`src/rtl/fpu_arbiter.sv`:
```
// fpu_arbiter: shares one FPU between two requesters. Round-robin grant,
// level-sensitive start/funct/operand drive for the whole op, valid/ready
// response back to the owner, and a watchdog for a done that never arrives.

`ifndef FUNCT_W
`define FUNCT_W 5
`endif

module fpu_arbiter #(
  parameter int DATA_W  = 32,
  parameter int TIMEOUT = 1023,
  parameter int CNT_W   = 16
) (
  input  logic                            i_clk,
  input  logic                            i_rst_n,
  input  logic [1:0]                      i_req_valid,
  output logic [1:0]                      o_req_ready,
  input  logic [1:0][`FUNCT_W-1:0]        i_req_funct,
  input  logic [1:0][DATA_W-1:0]          i_req_rs1,
  input  logic [1:0][DATA_W-1:0]          i_req_rs2,
  input  logic [1:0][DATA_W-1:0]          i_req_rs3,
  input  logic [1:0][DATA_W-1:0]          i_req_rs1_i,
  output logic [1:0]                      o_rsp_valid,
  input  logic [1:0]                      i_rsp_ready,
  output logic [DATA_W-1:0]               o_rsp_res,
  output logic                            o_rsp_err,
  output logic                            o_fpu_start,
  output logic [`FUNCT_W-1:0]             o_fpu_funct,
  output logic [DATA_W-1:0]               o_fpu_rs1,
  output logic [DATA_W-1:0]               o_fpu_rs2,
  output logic [DATA_W-1:0]               o_fpu_rs3,
  output logic [DATA_W-1:0]               o_fpu_rs1_i,
  input  logic [DATA_W-1:0]               i_fpu_res,
  input  logic                            i_fpu_done
);

  typedef enum logic [1:0] {IDLE, ISSUE, WAIT, RESP} state_t;

  typedef struct packed {
    logic [`FUNCT_W-1:0] funct;
    logic [DATA_W-1:0]   rs1;
    logic [DATA_W-1:0]   rs2;
    logic [DATA_W-1:0]   rs3;
    logic [DATA_W-1:0]   rs1_i;
  } req_t;

  localparam bit             LP_WD_EN    = (TIMEOUT != 0);
  localparam logic [CNT_W-1:0] LP_CNT_LAST = CNT_W'((TIMEOUT == 0) ? 0 : TIMEOUT - 1);

  state_t             r_state, w_state_nxt;
  req_t               r_req;
  logic               r_owner;
  logic               r_last_grant;
  logic [CNT_W-1:0]   r_cnt;
  logic [DATA_W-1:0]  r_res;
  logic               r_err;

  logic               w_grant;
  logic               w_accept;
  logic               w_wd_hit;
  logic               w_rsp_fire;

  // State register; async reset drops fpu_start immediately since it decodes state.
  always_ff @(posedge i_clk or negedge i_rst_n) begin
    if (!i_rst_n) r_state <= IDLE;
    else          r_state <= w_state_nxt;
  end

  // Next-state, grant selection and handshake decode.
  always_comb begin
    w_state_nxt = r_state;
    w_accept    = 1'b0;
    w_rsp_fire  = 1'b0;
    // Tie goes to whoever did not win last; a lone request always wins.
    w_grant     = (i_req_valid == 2'b11) ? ~r_last_grant : i_req_valid[1];
    w_wd_hit    = LP_WD_EN && (r_cnt == LP_CNT_LAST);
    case (r_state)
      IDLE:  if (|i_req_valid) begin
               w_accept    = 1'b1;
               w_state_nxt = ISSUE;
             end
      // done is forced low by the FPU in its start cycle, so nothing to look at here.
      ISSUE: w_state_nxt = WAIT;
      WAIT:  if (i_fpu_done || w_wd_hit) w_state_nxt = RESP;
      RESP:  if (i_rsp_ready[r_owner]) begin
               w_rsp_fire  = 1'b1;
               w_state_nxt = IDLE;
             end
      default: w_state_nxt = IDLE;
    endcase
  end

  // Output decode; req_ready gated by reset so nothing is offered while held in reset.
  always_comb begin
    o_req_ready = 2'b00;
    if (w_accept && i_rst_n) o_req_ready = w_grant ? 2'b10 : 2'b01;
    o_rsp_valid = 2'b00;
    if (r_state == RESP) o_rsp_valid = r_owner ? 2'b10 : 2'b01;
    o_fpu_start = (r_state == ISSUE) || (r_state == WAIT);
    o_fpu_funct = r_req.funct;
    o_fpu_rs1   = r_req.rs1;
    o_fpu_rs2   = r_req.rs2;
    o_fpu_rs3   = r_req.rs3;
    o_fpu_rs1_i = r_req.rs1_i;
    o_rsp_res   = r_res;
    o_rsp_err   = r_err;
  end

  // Request latch, watchdog counter, result capture and round-robin history.
  always_ff @(posedge i_clk or negedge i_rst_n) begin
    if (!i_rst_n) begin
      r_req        <= '0;
      r_owner      <= 1'b0;
      r_last_grant <= 1'b1;
      r_cnt        <= '0;
      r_res        <= '0;
      r_err        <= 1'b0;
    end else begin
      if (w_accept) begin
        r_req.funct <= i_req_funct[w_grant];
        r_req.rs1   <= i_req_rs1[w_grant];
        r_req.rs2   <= i_req_rs2[w_grant];
        r_req.rs3   <= i_req_rs3[w_grant];
        r_req.rs1_i <= i_req_rs1_i[w_grant];
        r_owner     <= w_grant;
      end
      case (r_state)
        ISSUE: r_cnt <= '0;
        WAIT: begin
          if (i_fpu_done) begin
            r_res <= i_fpu_res;
            r_err <= 1'b0;
          end else if (w_wd_hit) begin
            // Abandoned op: start drops in RESP and any late result is never forwarded.
            r_res <= '0;
            r_err <= 1'b1;
          end else begin
            r_cnt <= r_cnt + CNT_W'(1);
          end
        end
        default: ;
      endcase
      if (w_rsp_fire) r_last_grant <= r_owner;
    end
  end

endmodule

```
`config.mk`:
```
export PLATFORM = sky130hd
export DESIGN_NAME = fpu_arbiter
export DESIGN_NICKNAME = d
export VERILOG_FILES = /design/src/rtl/fpu_arbiter.sv
export SDC_FILE = /design/constraint.sdc
export NUM_CORES = 1
export LEC_CHECK = 0
export CORE_AREA = 2 2 184 186
export CTS_CLUSTER_SIZE = 40
export DETAILED_ROUTE_END_ITERATION = 6
export DIE_AREA = 0 0 186 188
export PLACE_DENSITY = 0.61
export SETUP_SLACK_MARGIN = 0.4
export SYNTH_ARGS = -nofsm -noshare
export SYNTH_HDL_FRONTEND = slang
export SYNTH_SLANG_ARGS = --single-unit
export TNS_END_PERCENT = 5
```
`constraint.sdc`:
```
create_clock -name i_clk -period 1.95 [get_ports i_clk]
set_clock_uncertainty 0.05 [all_clocks]
set_input_delay 0.2925 -clock i_clk [delete_from_list [all_inputs] [get_ports i_clk]]
set_output_delay 0.2925 -clock i_clk [all_outputs]
set_load 0.02 [all_outputs]
```
==> results, run 1 <==
- The run finished, with violations left.
- The final reports fail on setup timing.
- The via count of the first global-routing pass is around 8400.
- The largest single stage delay on the critical path is between 0.5 and 0.6 ns.
- The total inserted antenna cells is 0.
- The number of optimization iterations in the first detailed-route pass is 5.
- The total area inside the core boundary comes to 33100 um2.
- The critical path data required time is approximately 2.2 ns.
- Of the cells placed in the final design, the portion with a size suffix greater than 1 is 0.266.
- Setup repair after global routing could not meet its margin everywhere.
- The routed via count divided by cell count is 4.53.
- The detailed router placed around 8000 vias in this run.
- The number of instances in the placed design is between 1500 and 2000.
- The starting density of the core is 0.257.
- The final weighted congestion in routability-driven placement is ~0.8.
- The final hold slack is slightly above 0.4 ns.
- Dividing the detail-routed wire length by the instance count gives 17.3 um.
- The number of enable flip-flop cells after synthesis is 0.
- Once detail routing completed, the nets flagged for antenna violations numbered 0.
- Of all flip-flops after synthesis, the portion carrying an async set or reset was 1.00.
- The critical path goes through inv_1, ha_1, or4b_4, nor4_4, buf_4, o21ai_2, mux2_2.
- The first global-routing pass estimated ~46000 um of wire.
- The count of fill cells added during filler insertion is 3087.
- The clock passes through at most 2 buffers.
- The number of hold violations in the final report was 0.
- For this run the aggregate overflow at the end of global routing stands at 0.
- The worst supply voltage drop on vdd is ~0.69 mV.
- The hold path endpoint is o_rsp_res[30].
- The post-synthesis net count is between 1000 and 1500.
- Dividing the final minimum period by the clock period gives 1.04.
- During I/O placement, the number of pins put on the boundary was between 400 and 500.
- Excluding fillers, the count of instances in the completed layout stands at about 1800.
- The first-iteration detailed-routing DRC count is 212.
- The final-report max-slew violation count came to 0.
- The number of levels in the clock H-tree is 4.
- The total power per unit cell area is around 1400 nW/um2.
- The die width is between 150 and 200 um.
- The synthesis-to-layout area growth is 85.4%.
- The critical path is of the register to register type.
- Synthesis inferred about 190 register bits.
- In this run the vertical extent of the chip is roughly 190 um.
- The measured slew at the worst slew-check pin is between 0.5 and 0.6 ns.
- The worst path setup slack after routing is -0.0731 ns.
- In the synthesized netlist, the number of instances is 798.
- Setup total negative slack on the finished layout was measured at -1.33 ns.
- The root buffer cell chosen for the clock tree is clkbuf_16.
- The most used flip-flop cell after synthesis is dfrtp_1.
- The number of antenna violations at the first check in global routing is 0.
- The setup check on the worst reg-to-reg path leaves a slack of -0.07 ns.
- The cell type with the highest aggregate area in the netlist is dfrtp_1.
- The post-layout minimum cycle time is 2.02 ns.
- Along the worst path, the maximum fanout reaches 4.
- The cell area that synthesis handed to floorplanning was 8520 um2.
- The area share of the largest cell type after synthesis is 0.543.
- The number of max-cap violations is 0.
- The worst setup path is launched from a register.
- Setup violations remaining at the end of the flow were counted as 40.
- The CTS tree is built.
- The count of buffers inserted at the top-level ports is ~480.
- Entering global routing, the biggest net connects 97 pins.
- The multi-input combinational cells in the finished layout cover a total of about 4600 um2.
- The mean instance size in the synthesized netlist is roughly 11 um2.
- The final routed wirelength across all metal layers is a little over 30000 um.
- Summing all flip-flop and latch instances after layout gives between 4000 and 5000 um2.
- The source-to-sink clock delay at the later pin of the worst-skew pair is approximately 0.43 ns.
- The relative slew slack is 0.617.
- On the critical path, the stage with the largest delay is an instance of or4b_4.
- The warning count from the yosys run is 0.
- The clock sink count is around 190.
- The global-route usage over all layers is 0.171.
- Counting the buffers created by CTS gives 17.
- The floorplan has 67 rows.
- The startpoint identified for the worst register-to-register timing path is r_cnt[0].
- The total die area is about 35000 um2.
- The detailed-placement wirelength estimate is roughly 23000 um.
- At the worst endpoint, the arrival time is ~2.3 ns.
- For the worst flop-to-flop path, the logic depth is 7.
- The kind of capture point of the worst setup path is a register.
- The worst register-to-register path ends at r_state[1].
- The remaining routing DRC violations is 0.
- The leakage power figure is roughly 0.0073 uW.
- The clock input transition at the sequential cells of the worst setup and hold paths is ~0.080 ns.
- The worst hold path begins at i_fpu_res[30].
- The path class of the tightest hold or removal check is input pin to register.
- At the end of the flow, the number of nets in the layout was 1615.
- The fraction of the yosys area taken by sequential cells is 0.546.
- By area the synthesized netlist is led by dfrtp_1, mux2i_1, o21ai_0.
- Counting distinct cell types in the post-synthesis netlist gives 49.
- The maximum operating frequency is 494 MHz.
- The worst hold path passes through 2 cells.
## final cells by class
class                           instances  share of cell area
Multi-Input combinational cell        547               0.293
Clock inverter                         10             0.00784
Inverter                                8             0.00190
Timing Repair Buffer                  543               0.339
Sequential cell                       186               0.295
Clock buffer                           18              0.0272
Tap cell                              448              0.0355
## Yosys cell counts, drive strengths merged (2+ instances only)
cell and number:
buf 13, nand3b 2, clkbuf 44, or4b 2, a22o 33, ha 7, dfrtp 185, nand2 145
nor2 8, and2 4, nand2b 5, o41ai 3, inv 8, mux2i 136, o21ai 139, nand4 5
or4 2, nand3 7, a21oi 7, o31ai 2, or3 3, a22oi 2, a31oi 2, nor4 3
and4 2, o311ai 4, nor3b 5, nor2b 4, o211ai 4
## placed cells by master, fill, tap and decap left out, types with 6 or more instances in the layout
cell type,instances
a21oi_1,7
inv_1,6
dlygate4sd2_1,80
nand2_1,62
clkbuf_2,41
buf_12,16
nand2_4,61
mux2i_4,7
clkdlybuf4s50_1,306
mux2i_1,113
clkdlybuf4s15_1,24
nand2_2,22
nand3_1,7
o21ai_2,73
mux2i_2,16
clkbuf_16,17
buf_6,15
o21ai_0,17
o21ai_1,48
nor2_1,7
dlymetal6s2s_1,16
buf_4,34
a22o_1,33
dfrtp_1,183
## critical path, delay by kind of cell (launching register included)
kind | cells | cell delay [ns]
and+or+nand+nor | 2 | 0.73
muxes | 1 | 0.28
AOI/OAI and AO/OA | 1 | 0.07
buffers and inverters | 2 | 0.27
adders and majority gates | 1 | 0.14
DFF | 1 | 0.37
## repair_timing
action | CTS | global route
endpoints found under the setup margin | 356 | 273
endpoints found under the hold margin | 185 | 0
pin swaps | 162 | 74
setup buffers | 3 | 0
cloned | 0 | 0
gates resized for setup | 558 | 193
hold buffers | 1 | 0
## through the flow
| step | util | setup WS, ns | cell area, um2 | total power (uW) |
|---|---|---|---|---|
| floorplan | - | -0.0372 | 8530 | 11500 |
| global placement | 0.429 | -0.200 | 14200 | 16900 |
| detailed placement | 0.429 | -0.227 | 14200 | 17100 |
| CTS | 0.472 | -0.0788 | 15600 | 21600 |
| global route | 0.477 | -0.136 | 15800 | 23000 |
| finish | 0.477 | -0.0731 | 15800 | 21600 |
## cells by family (layout without fill, tap and decap cells)
logic type,count (synthesis),after routing,share of synthesized area
multiplexers,137,137,0.161
AO/OA/AOI/OAI,201,201,0.141
XOR/XNOR,1,1,0.00103
AND/OR/NAND/NOR,201,201,0.108
adder cells (fa/ha/maj),7,7,0.0103
buffers and inverters,65,579,0.0326
flip-flops,186,186,0.546
## power breakdown
| part | internal (uW) | switching (uW) | total [uW] |
|---|---|---|---|
| clock network | 1870 | 1560 | 3430 |
| registers | 5570 | 1230 | 6800 |
| logic | 5120 | 6280 | 11400 |
## flip-flops by register name (all words and copies together), names as in the netlist
name          cells
r_owner           1
o_fpu_rs1_i      32
o_fpu_rs3        32
o_fpu_rs1        32
r_state           2
o_fpu_rs2        32
r_last_grant      1
o_fpu_funct       5
r_cnt            16
o_rsp_err         1
o_rsp_res        32
## routing by layer
metal	wire [um]	GRT usage
met1	11600	0.187
met2	16000	0.317
met5	0	0
met4	499	0.0482
met3	2370	0.0497
## worst max path at each step
stage	from	cells past startpoint	slack (ns)	endpoint
finish	r_cnt[0]	7	-0.07	r_state[1]
global route	r_cnt[0]	7	-0.14	o_rsp_res[31]
CTS	r_cnt[0]	7	-0.08	o_rsp_res[31]
detailed placement	i_req_valid[0]	5	-0.23	o_fpu_rs1[19]
global placement	i_req_valid[0]	5	-0.20	o_fpu_rs1[19]
floorplan	r_cnt[0]	7	-0.04	o_rsp_res[10]
No activity file was read; power rests on OpenSTA's default activity.
==> run 2: changes to the inputs <==
--- a/config.mk
+++ b/config.mk
@@ -11,6 +11,7 @@
 export DIE_AREA = 0 0 186 188
 export PLACE_DENSITY = 0.61
 export SETUP_SLACK_MARGIN = 0.4
+export SKIP_LAST_GASP = 1
 export SYNTH_ARGS = -nofsm -noshare
 export SYNTH_HDL_FRONTEND = slang
 export SYNTH_SLANG_ARGS = --single-unit
==> run 2 against run 1 <==
Compared with the run above:
- count of clock-buffer cells in the layout unchanged
- fmax about the same
- register-to-register slack about the same
- the run still ends with setup timing left
- wire length down 3.2%
- non-clock buffer count up 1
- sequential power down 4.9%
- first-iteration DRC count down 9.0%
- cell area down 5.9%
- largest cell class unchanged
- global-route usage down 0.57 points
- largest power group unchanged
- critical endpoint unchanged
- die area unchanged
- highest routed layer unchanged
==> results, run 2 (synthesis results as in run 1) <==
- The number of instances in the placed design was 1728 (unchanged).
- The number of max-cap violations is 0 (unchanged).
- The via count of the first global-routing pass came to 8043 (was 8384).
- The overall via count from detail_route is 7808 (was 7975).
- The number of hold violations in the final report is 0 (unchanged).
- The largest incremental delay on the critical path was 0.50 ns (was 0.51 ns).
- The startpoint of the worst hold path was i_fpu_res[30] (unchanged).
- The switching share of power came to 0.386 (was 0.419).
- The clock input transition at the sequential cells of the worst setup and hold paths is 0.08 ns (about the same).
- Commonest non-fill, non-tap cells in the layout: clkdlybuf4s50_1, dfrtp_1, nand2_1 (was clkdlybuf4s50_1, dfrtp_1, mux2i_1).
- The total overflow reported by the global router is 0 (unchanged).
- The worst supply voltage drop on vdd is 0.638 mV (was 0.689 mV).
- The power spent charging and discharging nets is 7900 uW (was 9070 uW).
- The routed wirelength normalized by instance count is 16.8 um (was 17.3 um).
- The first-pass GRT wire length was 44400 um (was 45900 um).
- The number of antenna violations at the first check in global routing is 0 (unchanged).
- Violated checks: setup timing (unchanged).
- The hold path depth was 2 (unchanged).
- The commonest non-fill, non-tap cell in the layout is clkdlybuf4s50_1 (unchanged).
- The first-iteration detailed-routing DRC count came to 193 (was 212).
- The combinational power share is 0.517 (was 0.527).
- The final routed wirelength across all metal layers is 29500 um (was 30500 um).
- The global-route usage over all layers is 0.165 (was 0.171).
- The worst path setup slack after routing was -0.0715 ns (was -0.0731 ns).
- The endpoint of the lowest-slack register-to-register path is r_state[1] (unchanged).
- The remaining routing DRC violations is 0 (unchanged).
- The total number of nets in the final design came to 1616 (was 1615).
- The starting density of the core is 0.257 (unchanged).
- The start-to-end type of the worst setup path is register to register (unchanged).
- Cell Chain, Critical Path: inv_1, ha_1, or4b_4, nor4_4, buf_4, o21ai_1, mux2_2 (was inv_1, ha_1, or4b_4, nor4_4, buf_4, o21ai_2, mux2_2).
- The detailed-placement wirelength estimate is 22900 um (unchanged).
- The remaining number of nets flagged by the antenna check after routing is 0 (unchanged).
- The internal power is 12600 uW (about the same).
- The type of origin of the critical path is a register (unchanged).
- Run status: finished, violations left (unchanged).
- The clock sink count came to 186 (unchanged).
- Unrepaired setup endpoints after global routing: true (unchanged).
- The relative slew slack came to 0.616 (was 0.617).
- The hold path endpoint is o_rsp_res[30] (unchanged).
- The total inserted antenna cells is 0 (unchanged).
- The source-to-sink clock delay at the later pin of the worst-skew pair is 0.43 ns (about the same).
- The floorplan die height is 188 um (unchanged).
- The share of power burned in registers is 0.316 (was 0.314).
- The measured slew at the worst slew-check pin was 0.576 ns (was 0.575 ns).
- The number of levels in the clock H-tree is 4 (unchanged).
- The largest net degree at the start of global routing came to 97 (unchanged).
- The count of buffers inserted at the top-level ports is 475 (unchanged).
- The post-layout minimum cycle time is 2.02 ns (about the same).
- The cell at the root of the clock tree is clkbuf_16 (unchanged).
- The path depth of the worst reg2reg path came to 7 (unchanged).
- The final hold slack came to 0.416 ns (was 0.414 ns).
- The flop-to-flop setup slack is -0.07 ns (about the same).
- The post-layout instance count excluding filler cells is 1761 (was 1760).
- The source of the worst register-to-register timing path is r_cnt[0] (unchanged).
- The number of optimization iterations in the first detailed-route pass is 4 (was 5).
- The total power per unit cell area is 1380 nW/um2 (was 1370 nW/um2).
- The arrival time reported for the critical path endpoint was 2.29 ns (was 2.30 ns).
- The clock buffer count from CTS is 17 (unchanged).
- The kind of capture point of the worst setup path is a register (unchanged).
- The CTS tree is built (unchanged).
- The total die area was 35000 um2 (unchanged).
- The power share of the clock group is 0.167 (was 0.159).
- The peak fanout along the critical path is 4 (unchanged).
- The maximum buffer depth of the clock tree was 2 (unchanged).
- The critical path data required time is 2.22 ns (was 2.23 ns).
- The final-report max-slew violation count is 0 (unchanged).
- The count of fill cells added during filler insertion is 3177 (was 3087).
- The die width is 186 um (unchanged).
- The maximum operating frequency is 495 MHz (was 494 MHz).
- The final weighted congestion in routability-driven placement was 0.800 (unchanged).
- The synthesis-to-layout area growth is 74.4% (was 85.4%).
- The count of pins on the block boundary is 476 (unchanged).
- The leakage power figure is 0.00649 uW (was 0.00729 uW).
- The area of the core came to 33100 um2 (unchanged).
- The fraction of layout cells with a size suffix above 1 came to 0.0929 (was 0.266).
- The row count is 67 (unchanged).
- The share of the clock period used by the worst path was 1.04 (about the same).
- The routed via count divided by cell count came to 4.43 (was 4.53).
- The type of the tightest min-delay check is input pin to register (unchanged).
- The highest-delay cell along the critical path is or4b_4 (unchanged).
- The final number of setup-violating endpoints is 38 (was 40).
## run 2: worst max path at each step
stage / depth (start not counted) / startpoint / end / slack (ns)
3_3_place_gp: 5 / i_req_valid[0] / o_fpu_rs1[19] / -0.20
3_5_place_dp: 5 / i_req_valid[0] / o_fpu_rs1[19] / -0.23
2_1_floorplan: 7 / r_cnt[0] / o_rsp_res[10] / -0.04
4_1_cts: 7 / r_cnt[0] / o_rsp_res[31] / -0.08
5_1_grt: 7 / r_cnt[0] / o_rsp_res[31] / -0.14
6_report: 7 / r_cnt[0] / r_state[1] / -0.07
## run 2: per-stage QoR
step           total power (uW)  utilization  setup WS, ns  setup TNS (ns)  instance area, um2
4_1_cts                   20700        0.448       -0.0790           -1.94               14800
2_1_floorplan             11500            -       -0.0372           -1.72                8530
5_1_grt                   21800        0.449        -0.142           -4.71               14900
3_5_place_dp              17100        0.429        -0.227          -16.70               14200
3_3_place_gp              16900        0.429        -0.200          -11.03               14200
6_report                  20500        0.449       -0.0715           -1.11               14900
## run 2: what timing repair did
item / 4_1_cts / 5_1_grt
hold endpoints to repair: 185 / 0
pin swaps: 2 / 4
gates resized for setup: 34 / 10
setup endpoints to repair: 356 / 356
buffers inserted: 3 / 1
hold buffers: 1 / 0
## run 2: area by class of cell
type	instances	area [um2]	area share
clock inverters	10	124	0.00833
inverters	8	30.0	0.00202
clock buffers	18	429	0.0289
multi-input cells	547	3680	0.247
repair buffers	544	5390	0.362
flip-flops and latches	186	4660	0.313
well taps	448	561	0.0377
## run 2: per-layer routing
layer	track usage	vias up	wire (um)
met5	0	-	0
li1	-	3833	-
met3	0.0501	26	2480
met1	0.183	3638	11500
met4	0.0482	0	482
met2	0.301	311	15000
## run 2: critical path, delay by kind of cell (launching register included)
| family | cells | cell delay [ns] |
|---|---|---|
| muxes | 1 | 0.29 |
| and+or+nand+nor | 2 | 0.72 |
| buffers and inverters | 2 | 0.26 |
| AOI/OAI and AO/OA | 1 | 0.08 |
| adders and majority gates | 1 | 0.15 |
| DFF | 1 | 0.37 |
## run 2: power groups by stage
stage	combinational, uW	sequential [uW]	clock (uW)
CTS	10700	6490	3560
global route	11400	6680	3710
floorplan	3030	8460	0
detailed placement	10500	6540	0
finish	10600	6470	3430
global placement	10500	6470	0
